===== config.mk =====
export PLATFORM = sky130hd
export DESIGN_NAME = requant_relu_stage_flat
export DESIGN_NICKNAME = d
export VERILOG_FILES = /design/src/rtl/requant_relu_stage_if.sv /design/src/rtl/requant_relu_stage.sv /design/src/flat_wrapper.sv
export SDC_FILE = /design/constraint.sdc
export NUM_CORES = 2
export LEC_CHECK = 0
export BUFFER_PORTS_ARGS = -buffer_cell sky130_fd_sc_hd__buf_2
export CAP_MARGIN = 25
export CELL_PAD_IN_SITES_DETAIL_PLACEMENT = 0
export CELL_PAD_IN_SITES_GLOBAL_PLACEMENT = 2
export CORE_ASPECT_RATIO = 1.75
export CORE_MARGIN = 5
export CORE_UTILIZATION = 37
export DETAILED_ROUTE_END_ITERATION = 10
export HOLD_SLACK_MARGIN = 0.08
export PLACE_DENSITY_LB_ADDON = 0.3
export RECOVER_POWER = 100
export SKIP_LAST_GASP = 1
export SYNTH_ARGS = -nofsm -noshare
export SYNTH_HDL_FRONTEND = slang
export SYNTH_SLANG_ARGS = --single-unit

===== constraint.sdc =====
create_clock -name clk -period 7.8 [get_ports clk]
set_input_delay 1.17 -clock clk [delete_from_list [all_inputs] [get_ports clk]]
set_output_delay 1.17 -clock clk [all_outputs]
set_load 0.03 [all_outputs]

===== src/rtl/requant_relu_stage_if.sv =====
// Stream bundle between the conv MAC array, the requant stage and maxpool_engine.
//
// Handshake: valid-only, no backpressure. A beat transfers on every rising clk
// edge where valid_in (or valid_out) is high; the sink must accept it. Gaps are
// allowed. Data and config are only meaningful in a cycle where valid is high.
interface requant_relu_stage_if #(
  parameter int ACC_WIDTH  = 32,
  parameter int MULT_WIDTH = 16
);
  logic                         valid_in;
  logic signed [ACC_WIDTH-1:0]  acc_in;
  logic signed [ACC_WIDTH-1:0]  bias;
  logic        [MULT_WIDTH-1:0] mult;
  logic        [4:0]            shift;
  logic                         relu_en;
  logic                         valid_out;
  logic signed [7:0]            pixel_out;
  logic                         all_done;

  modport master (
    output valid_in, acc_in, bias, mult, shift, relu_en,
    input  valid_out, pixel_out, all_done
  );

  modport slave (
    input  valid_in, acc_in, bias, mult, shift, relu_en,
    output valid_out, pixel_out, all_done
  );
endinterface


===== src/rtl/requant_relu_stage.sv =====
// Requantization stage: bias add, fixed-point scale with round-half-up shift,
// optional ReLU and int8 saturation, in a 3-register pipeline. Config is
// captured on the first beat of each frame and travels with each beat so a
// new frame can start while the previous frame's tail is still in flight.
module requant_relu_stage #(
  parameter int ACC_WIDTH  = 32,
  parameter int MULT_WIDTH = 16,
  parameter int MAP_WIDTH  = 28
) (
  input logic                  clk,
  input logic                  rst_n,
  requant_relu_stage_if.slave  bus
);
  localparam int FRAME = MAP_WIDTH * MAP_WIDTH;
  localparam int CW    = $clog2(FRAME);
  localparam int SW    = ACC_WIDTH + 1;
  localparam int PW    = ACC_WIDTH + MULT_WIDTH + 1;
  localparam int RW    = PW + 1;
  localparam logic [CW-1:0]        LAST    = CW'(FRAME - 1);
  localparam logic signed [RW-1:0] POS_MAX = 127;
  localparam logic signed [RW-1:0] NEG_MIN = -128;

  logic [CW-1:0]                 in_cnt, out_cnt;
  logic signed [ACC_WIDTH-1:0]   cfg_bias;
  logic        [MULT_WIDTH-1:0]  cfg_mult;
  logic        [4:0]             cfg_shift;
  logic                          cfg_relu;

  logic                          first_beat;
  logic signed [ACC_WIDTH-1:0]   eff_bias;
  logic        [MULT_WIDTH-1:0]  eff_mult;
  logic        [4:0]             eff_shift;
  logic                          eff_relu;

  logic                          v1, v2, v3;
  logic signed [SW-1:0]          s1;
  logic        [MULT_WIDTH-1:0]  mult1;
  logic        [4:0]             shift1, shift2;
  logic                          relu1, relu2;
  logic signed [PW-1:0]          p2;
  logic signed [PW-1:0]          s_ext, m_ext;

  logic        [RW-1:0]          round_inc;
  logic signed [RW-1:0]          r_ext, r_sum, r_shift, r_relu;
  logic        [7:0]             pix_next, pix3;
  logic                          done_pend, done_q;

  // Frame-start beat uses the live config; later beats use the latched copy.
  always_comb begin
    first_beat = bus.valid_in && (in_cnt == '0);
    eff_bias   = first_beat ? bus.bias    : cfg_bias;
    eff_mult   = first_beat ? bus.mult    : cfg_mult;
    eff_shift  = first_beat ? bus.shift   : cfg_shift;
    eff_relu   = first_beat ? bus.relu_en : cfg_relu;
  end

  // Input beat counter and per-frame config latch.
  always_ff @(posedge clk or negedge rst_n) begin
    if (!rst_n) begin
      in_cnt    <= '0;
      cfg_bias  <= '0;
      cfg_mult  <= '0;
      cfg_shift <= '0;
      cfg_relu  <= 1'b0;
    end else if (bus.valid_in) begin
      in_cnt <= (in_cnt == LAST) ? '0 : in_cnt + CW'(1);
      if (first_beat) begin
        cfg_bias  <= bus.bias;
        cfg_mult  <= bus.mult;
        cfg_shift <= bus.shift;
        cfg_relu  <= bus.relu_en;
      end
    end
  end

  // S1: widened bias add, so the sum can never wrap.
  always_ff @(posedge clk or negedge rst_n) begin
    if (!rst_n) begin
      v1 <= 1'b0; s1 <= '0; mult1 <= '0; shift1 <= '0; relu1 <= 1'b0;
    end else begin
      v1 <= bus.valid_in;
      if (bus.valid_in) begin
        s1     <= {bus.acc_in[ACC_WIDTH-1], bus.acc_in} + {eff_bias[ACC_WIDTH-1], eff_bias};
        mult1  <= eff_mult;
        shift1 <= eff_shift;
        relu1  <= eff_relu;
      end
    end
  end

  // Multiplier is unsigned, so it is zero-extended before the signed multiply.
  always_comb begin
    s_ext = PW'(s1);
    m_ext = PW'({1'b0, mult1});
  end

  // S2: exact signed product.
  always_ff @(posedge clk or negedge rst_n) begin
    if (!rst_n) begin
      v2 <= 1'b0; p2 <= '0; shift2 <= '0; relu2 <= 1'b0;
    end else begin
      v2 <= v1;
      if (v1) begin
        p2     <= s_ext * m_ext;
        shift2 <= shift1;
        relu2  <= relu1;
      end
    end
  end

  // Round-half-up shift in one extra bit, then ReLU, then clamp to int8.
  always_comb begin
    r_ext     = RW'(p2);
    round_inc = (shift2 == 5'd0) ? '0 : (RW'(1) << (shift2 - 5'd1));
    r_sum     = r_ext + $signed(round_inc);
    r_shift   = r_sum >>> shift2;
    r_relu    = (relu2 && r_shift[RW-1]) ? '0 : r_shift;
    if (r_relu > POS_MAX)      pix_next = 8'h7f;
    else if (r_relu < NEG_MIN) pix_next = 8'h80;
    else                       pix_next = r_relu[7:0];
  end

  // S3: output register.
  always_ff @(posedge clk or negedge rst_n) begin
    if (!rst_n) begin
      v3   <= 1'b0;
      pix3 <= '0;
    end else begin
      v3 <= v2;
      if (v2) pix3 <= pix_next;
    end
  end

  // Output counter; all_done is set one edge after the last output of a frame
  // and that set wins over a same-edge clear from a new frame's first beat.
  always_ff @(posedge clk or negedge rst_n) begin
    if (!rst_n) begin
      out_cnt   <= '0;
      done_pend <= 1'b0;
      done_q    <= 1'b0;
    end else begin
      if (v2) out_cnt <= (out_cnt == LAST) ? '0 : out_cnt + CW'(1);
      done_pend <= v2 && (out_cnt == LAST);
      if (done_pend)       done_q <= 1'b1;
      else if (first_beat) done_q <= 1'b0;
    end
  end

  assign bus.valid_out = v3;
  assign bus.pixel_out = pix3;
  assign bus.all_done  = done_q;
endmodule

===== src/flat_wrapper.sv =====
// flat-port wrapper written by rule: the top's interface ports become plain ports
module requant_relu_stage_flat 
#(
  parameter int ACC_WIDTH  = 32,
  parameter int MULT_WIDTH = 16,
  parameter int MAP_WIDTH  = 28
)
  (clk, rst_n, bus_valid_in, bus_acc_in, bus_bias, bus_mult, bus_shift, bus_relu_en, bus_valid_out, bus_pixel_out, bus_all_done);
  requant_relu_stage_if #(.ACC_WIDTH(ACC_WIDTH), .MULT_WIDTH(MULT_WIDTH)) bus_i ();
  input logic clk;
  input logic rst_n;
  input wire logic [$bits(bus_i.valid_in)-1:0] bus_valid_in;
  input wire logic [$bits(bus_i.acc_in)-1:0] bus_acc_in;
  input wire logic [$bits(bus_i.bias)-1:0] bus_bias;
  input wire logic [$bits(bus_i.mult)-1:0] bus_mult;
  input wire logic [$bits(bus_i.shift)-1:0] bus_shift;
  input wire logic [$bits(bus_i.relu_en)-1:0] bus_relu_en;
  output wire logic [$bits(bus_i.valid_out)-1:0] bus_valid_out;
  output wire logic [$bits(bus_i.pixel_out)-1:0] bus_pixel_out;
  output wire logic [$bits(bus_i.all_done)-1:0] bus_all_done;
  assign bus_i.valid_in = bus_valid_in;
  assign bus_i.acc_in = bus_acc_in;
  assign bus_i.bias = bus_bias;
  assign bus_i.mult = bus_mult;
  assign bus_i.shift = bus_shift;
  assign bus_i.relu_en = bus_relu_en;
  assign bus_valid_out = bus_i.valid_out;
  assign bus_pixel_out = bus_i.pixel_out;
  assign bus_all_done = bus_i.all_done;
  requant_relu_stage #(.ACC_WIDTH(ACC_WIDTH), .MULT_WIDTH(MULT_WIDTH), .MAP_WIDTH(MAP_WIDTH)) u_core (.clk(clk), .rst_n(rst_n), .bus(bus_i));
endmodule

# --- After elaboration in Yosys (flattened, before gate mapping) ---
# Cells that the tools add are included.
word_totals:
  input_bits: 89
  output_inout_bits: 10
  wordCells: 47
  ff_bits: 175
op_classes:
  mux: 12
  n_reduce_logical: 7
  magnitude_cmp: 2
  add_sub_neg: 5
  shifts: 2
  multipliers: 1
  eq_ne: 2
ops:
  columns: ["op", "n"]
  rows:
  - ["$mux W50", 2]
  - ["$add A49 B50 Y50", 1]
  - ["$gt A50 B8 Y1 const B", 1]
  - ["$lt A50 B8 Y1 const B", 1]
  - ["$shl A1 B5 Y50 const A", 1]
  - ["$sshr A50 B5 Y50", 1]
  - ["$mul A33 B17 Y49", 1]
  - ["$add A32 B32 Y33", 1]
  - ["$mux W32", 1]
  - ["$add A10 B1 Y10 const B", 2]
  - ["$eq A10 B10 Y1 const B", 2]
  - ["$mux W10", 2]
  - ["$mux W16", 1]
  - ["$mux W8", 2]
  - ["$logic_not A10 Y1", 1]
  - ["$logic_not A5 Y1", 1]
  - ["$mux W5", 1]
  - ["$sub A5 B1 Y5 const B", 1]
  - ["$logic_and A1 B1 Y1", 3]
  - ["$mux W1", 3]
  - ["$reduce_and A2 Y1", 1]
  - ["$reduce_bool A2 Y1", 1]

# --- Longest topological paths before layout ---
logic_depth:
  word_depth: 10
  mapped_depth: 31
  ltp_nobuf: 30

# --- Worst setup path after synthesis ---
# OpenSTA, ideal clock, no wires.
synth_timing:
  kind: "register -> register"
  startpoint: "register u_core.mult1[7]"
  endpoint: "register u_core.p2[48]"
  t_required_ns: 7.675
  arrival_time_ns: 7.427
  setup_time_ns: 0.125
  path_stages_with_launch: 31
  period_less_slack_ns: 7.551
  n_path_buf: 2
  setup_slack_ns: 0.249
  path_cell_list: "dfrtp_1 -> clkbuf_1 -> clkbuf_1 -> nand2_1 -> fa_1 -> inv_1 -> fa_1 -> inv_1 -> fa_1 -> inv_1 -> fa_1 -> inv_1 -> fa_1 -> inv_1 -> fa_1 -> ha_1 -> or3_1 -> o211ai_1 -> nand3_1 -> a41o_1 -> a21oi_1 -> o21a_1 -> o311ai_0 -> a31o_2 -> o41ai_1 -> nand2b_1 -> a21oi_1 -> a221o_1 -> a21oi_1 -> xnor2_1 -> mux2_2"
synth_between:
  elab_chain_cells: 1
synth_lines:
  columns: ["item", "line_no", "source"]
  rows:
  - ["start: declaration", "requant_relu_stage.sv:37", "logic [MULT_WIDTH-1:0] mult1;"]
  - ["start signal: assignment", "requant_relu_stage.sv:84", "mult1 <= eff_mult;"]
  - ["$mul A33 B17 Y49", "requant_relu_stage.sv:104", "p2 <= s_ext * m_ext;"]
  - ["end signal: assignment", "requant_relu_stage.sv:104", null]
  - ["end: declaration", "requant_relu_stage.sv:40", "logic signed [PW-1:0] p2;"]
# No other way between the ends.
# A chain may end at the register's enable or synchronous reset.

# --- Worst setup path in the final report ---
layout_timing:
  startpoint: "register u_core.mult1[6]"
  endpoint: "register u_core.p2[46]"
# The elaborated chain is that of the path after synthesis.

==> impl_metrics.ini <==
[yosys]
ys.flop_type = dfrtp_1
postSynthAreaPerCell_um2 = 8.80
synth-edff-count = 0
syn_area_um2 = 33100
synth_top_area_share = 0.303
netlist-cell-type-count = 87
yosysWarnings = 0
yosysTopAreaCell = fa_1
syn_nets = 4532
async_reset_ff_frac = 1.00
synth_seq_cells = 175
synthCells = 3760
yosysSeqAreaShare = 0.132
synth_area_leaders = fa_1, dfrtp_1, ha_1, inv_1, nand2_1

[layout]
areaGrowthSynthToFinish_pct = 14.1
fin_area_um2 = 37800
fin_cells = 5214
nets = 4796
fillerInstances = 8995
drive_above_1_share = 0.170

[routing]
wl_per_cell_um = 21.7
viasPerCell = 5.25
num_vias = 27400
first_pass_iters = 5
wirelength_um = 113000
drc = 0
ant_nets = 0
first_iter_violations = 1155

[run]
max_cap_viol_count = 4

[die]
die_area_um2 = 95700
io_pins = 99
start_util = 0.371
die_w_um = 236
die_height_um = 406
core_um2 = 89100
rows = 145

[cts]
cts.clk_slew.worst_paths_ns = 0.08
htree_levels = 4
cts_root_buf = clkbuf_16
clockBufferDepth = 2
cts_buffers = 17
cts_tree = done
cts.sinks = 175
clock_latency_ns = 0.54

[sta]
tightest_slew_ns = 3.89
finalSetupTns_ns = 0
finClkSkew_ns = 0.0220
relSlewSlack = -1.60
timing.fmax_ghz = 0.134
hold_violations = 0
fin_crit_sh = 0.955
fin_crit_ns = 7.45
finalHoldWorstSlack_ns = 0.451
finalSetupViolations = 0
drv_slew = 184

[placed_design]
dpl.hpwl_um = 95900
io_buffers = 98
dp.cells = 5178
place_area_um2 = 37100
gp_congestion = 0.921

[grt]
overflow = 0
grt_max_degree = 69
grt_pass1_wl_um = 177000
grt_pass1_vias = 30200
antenna_found_initial = 4
grtUsageTotal = 0.240

[worst_setup_path]
crit_type = flip-flop to flip-flop
max_stage_delay_ns = 0.56
worstPathArrival_ns = 7.88
end_kind = flip-flop
critPathMaxFanout = 23
cpMostUsedCell = fa_1
critPathRequiredTime_ns = 8.22
slowest_stage = fa_1
startpoint_type = flip-flop

[hold_path]
min_path_type = flip-flop to flip-flop

[outcome]
outcome = finished, violations left
violations = max-capacitance violations, max-slew violations
## synthesized netlist by cell type, types with 20 or more instances
cell type    n
inv_1      562
fa_1       500
nand2_1    493
and2_1     213
nor2_1     189
ha_1       183
clkbuf_1   175
dfrtp_1    175
mux2_2     162
a21oi_1    124
o21ai_0     96
xnor2_1     94
nor3_1      77
nand3_1     60
a211oi_1    57
mux2i_1     49
a21o_1      47
xor2_1      39
o21a_1      32
nand4_1     26
o211ai_1    25
and3_1      24
o31ai_1     20
## layer usage
| layer | wire length [µm] | global-route usage |
|---|---|---|
| met3 | 2950 | 0.0250 |
| met2 | 62000 | 0.465 |
| met1 | 39700 | 0.244 |
| met5 | 0 | 0 |
| met4 | 8420 | 0.146 |
## kinds of logic (layout without fill, tap and decap cells)
family	count (synthesis)	count (layout)	share of synthesized area
AO/OA/AOI/OAI	597	597	0.126
XOR/XNOR	133	133	0.0352
adder cells (fa/ha/maj)	683	683	0.372
buffers and inverters	766	1043	0.0872
flip-flops	175	175	0.132
multiplexers	225	225	0.0795
other	1	2	0.000113
AND/OR/NAND/NOR	1180	1180	0.168
## worst max-delay path, delay by kind of cell, from the launching register on
family	cells	cell delay (ns)
flip-flops	1	0.40
AND/OR/NAND/NOR	4	0.55
AO/OA/AOI/OAI	10	1.98
XOR/XNOR	1	0.08
adder cells (fa/ha/maj)	7	3.42
multiplexers	1	0.26
buffers and inverters	6	0.62
## metrics by stage
stage	util	worst slack, ns
final	0.424	0.347
after CTS	0.423	-0.00561
after detailed placement	0.417	-0.248
after floorplan	-	0.249
after global placement	0.417	-0.195
after global routing	0.424	-0.00556
## worst paths after layout
path,startpoint,end,slack (ns),cells past startpoint
worst max-delay path,u_core.mult1[6],u_core.p2[46],0.35,29
worst min-delay path,u_core.done_pend,u_core.bus.all_done,0.45,1
worst max register to register,u_core.mult1[6],u_core.p2[46],0.35,29
worst min register to register,u_core.done_pend,u_core.bus.all_done,0.45,1
max in group asynchronous,rst_n,u_core.mult1[12],2.40,2
min in group asynchronous,rst_n,u_core.p2[1],1.97,1
## placed cells by master (no fill, tap or decap), types with 76 or more instances in the layout
cell	Yosys	final
fa_1	500	498
buf_4	1	312
nor3_1	77	76
nor2_1	189	189
xnor2_1	94	94
o21ai_0	96	95
and2_1	213	208
a21oi_1	124	119
mux2_2	162	160
dfrtp_1	175	169
ha_1	183	181
nand2_1	493	493
buf_2	4	86
inv_1	562	562
## layout make-up
cell class / count / area, µm² / area share
Multi-Input combinational cell: 2819 / 25900 / 0.687
Inverter: 566 / 2120 / 0.0563
Sequential cell: 175 / 4390 / 0.116
Clock inverter: 15 / 146 / 0.00388
Antenna cell: 1 / 2.50 / 0.0000663
Clock buffer: 17 / 425 / 0.0113
Tap cell: 1176 / 1470 / 0.0390
Timing Repair Buffer: 445 / 3270 / 0.0867
## what timing repair did
item                       CTS  global route
gates cloned                 0             1
gates resized for setup      3            25
pin swaps                    0            14
buffers inserted             0             2
hold buffers                 0             0
setup endpoints to repair    4             5
## registers in the layout, summed over array words and instances, names as in the netlist, 5 cells and up
name / flops
u_core.shift1: 5
u_core.s1: 33
u_core.shift2: 5
u_core.mult1: 16
u_core.cfg_bias: 32
u_core.bus.pixel_out: 8
u_core.in_cnt: 10
u_core.p2: 49
u_core.out_cnt: 10
Power is not shown: default switching activity piles up to over one toggle a cycle in this logic, so the estimate is an artifact.
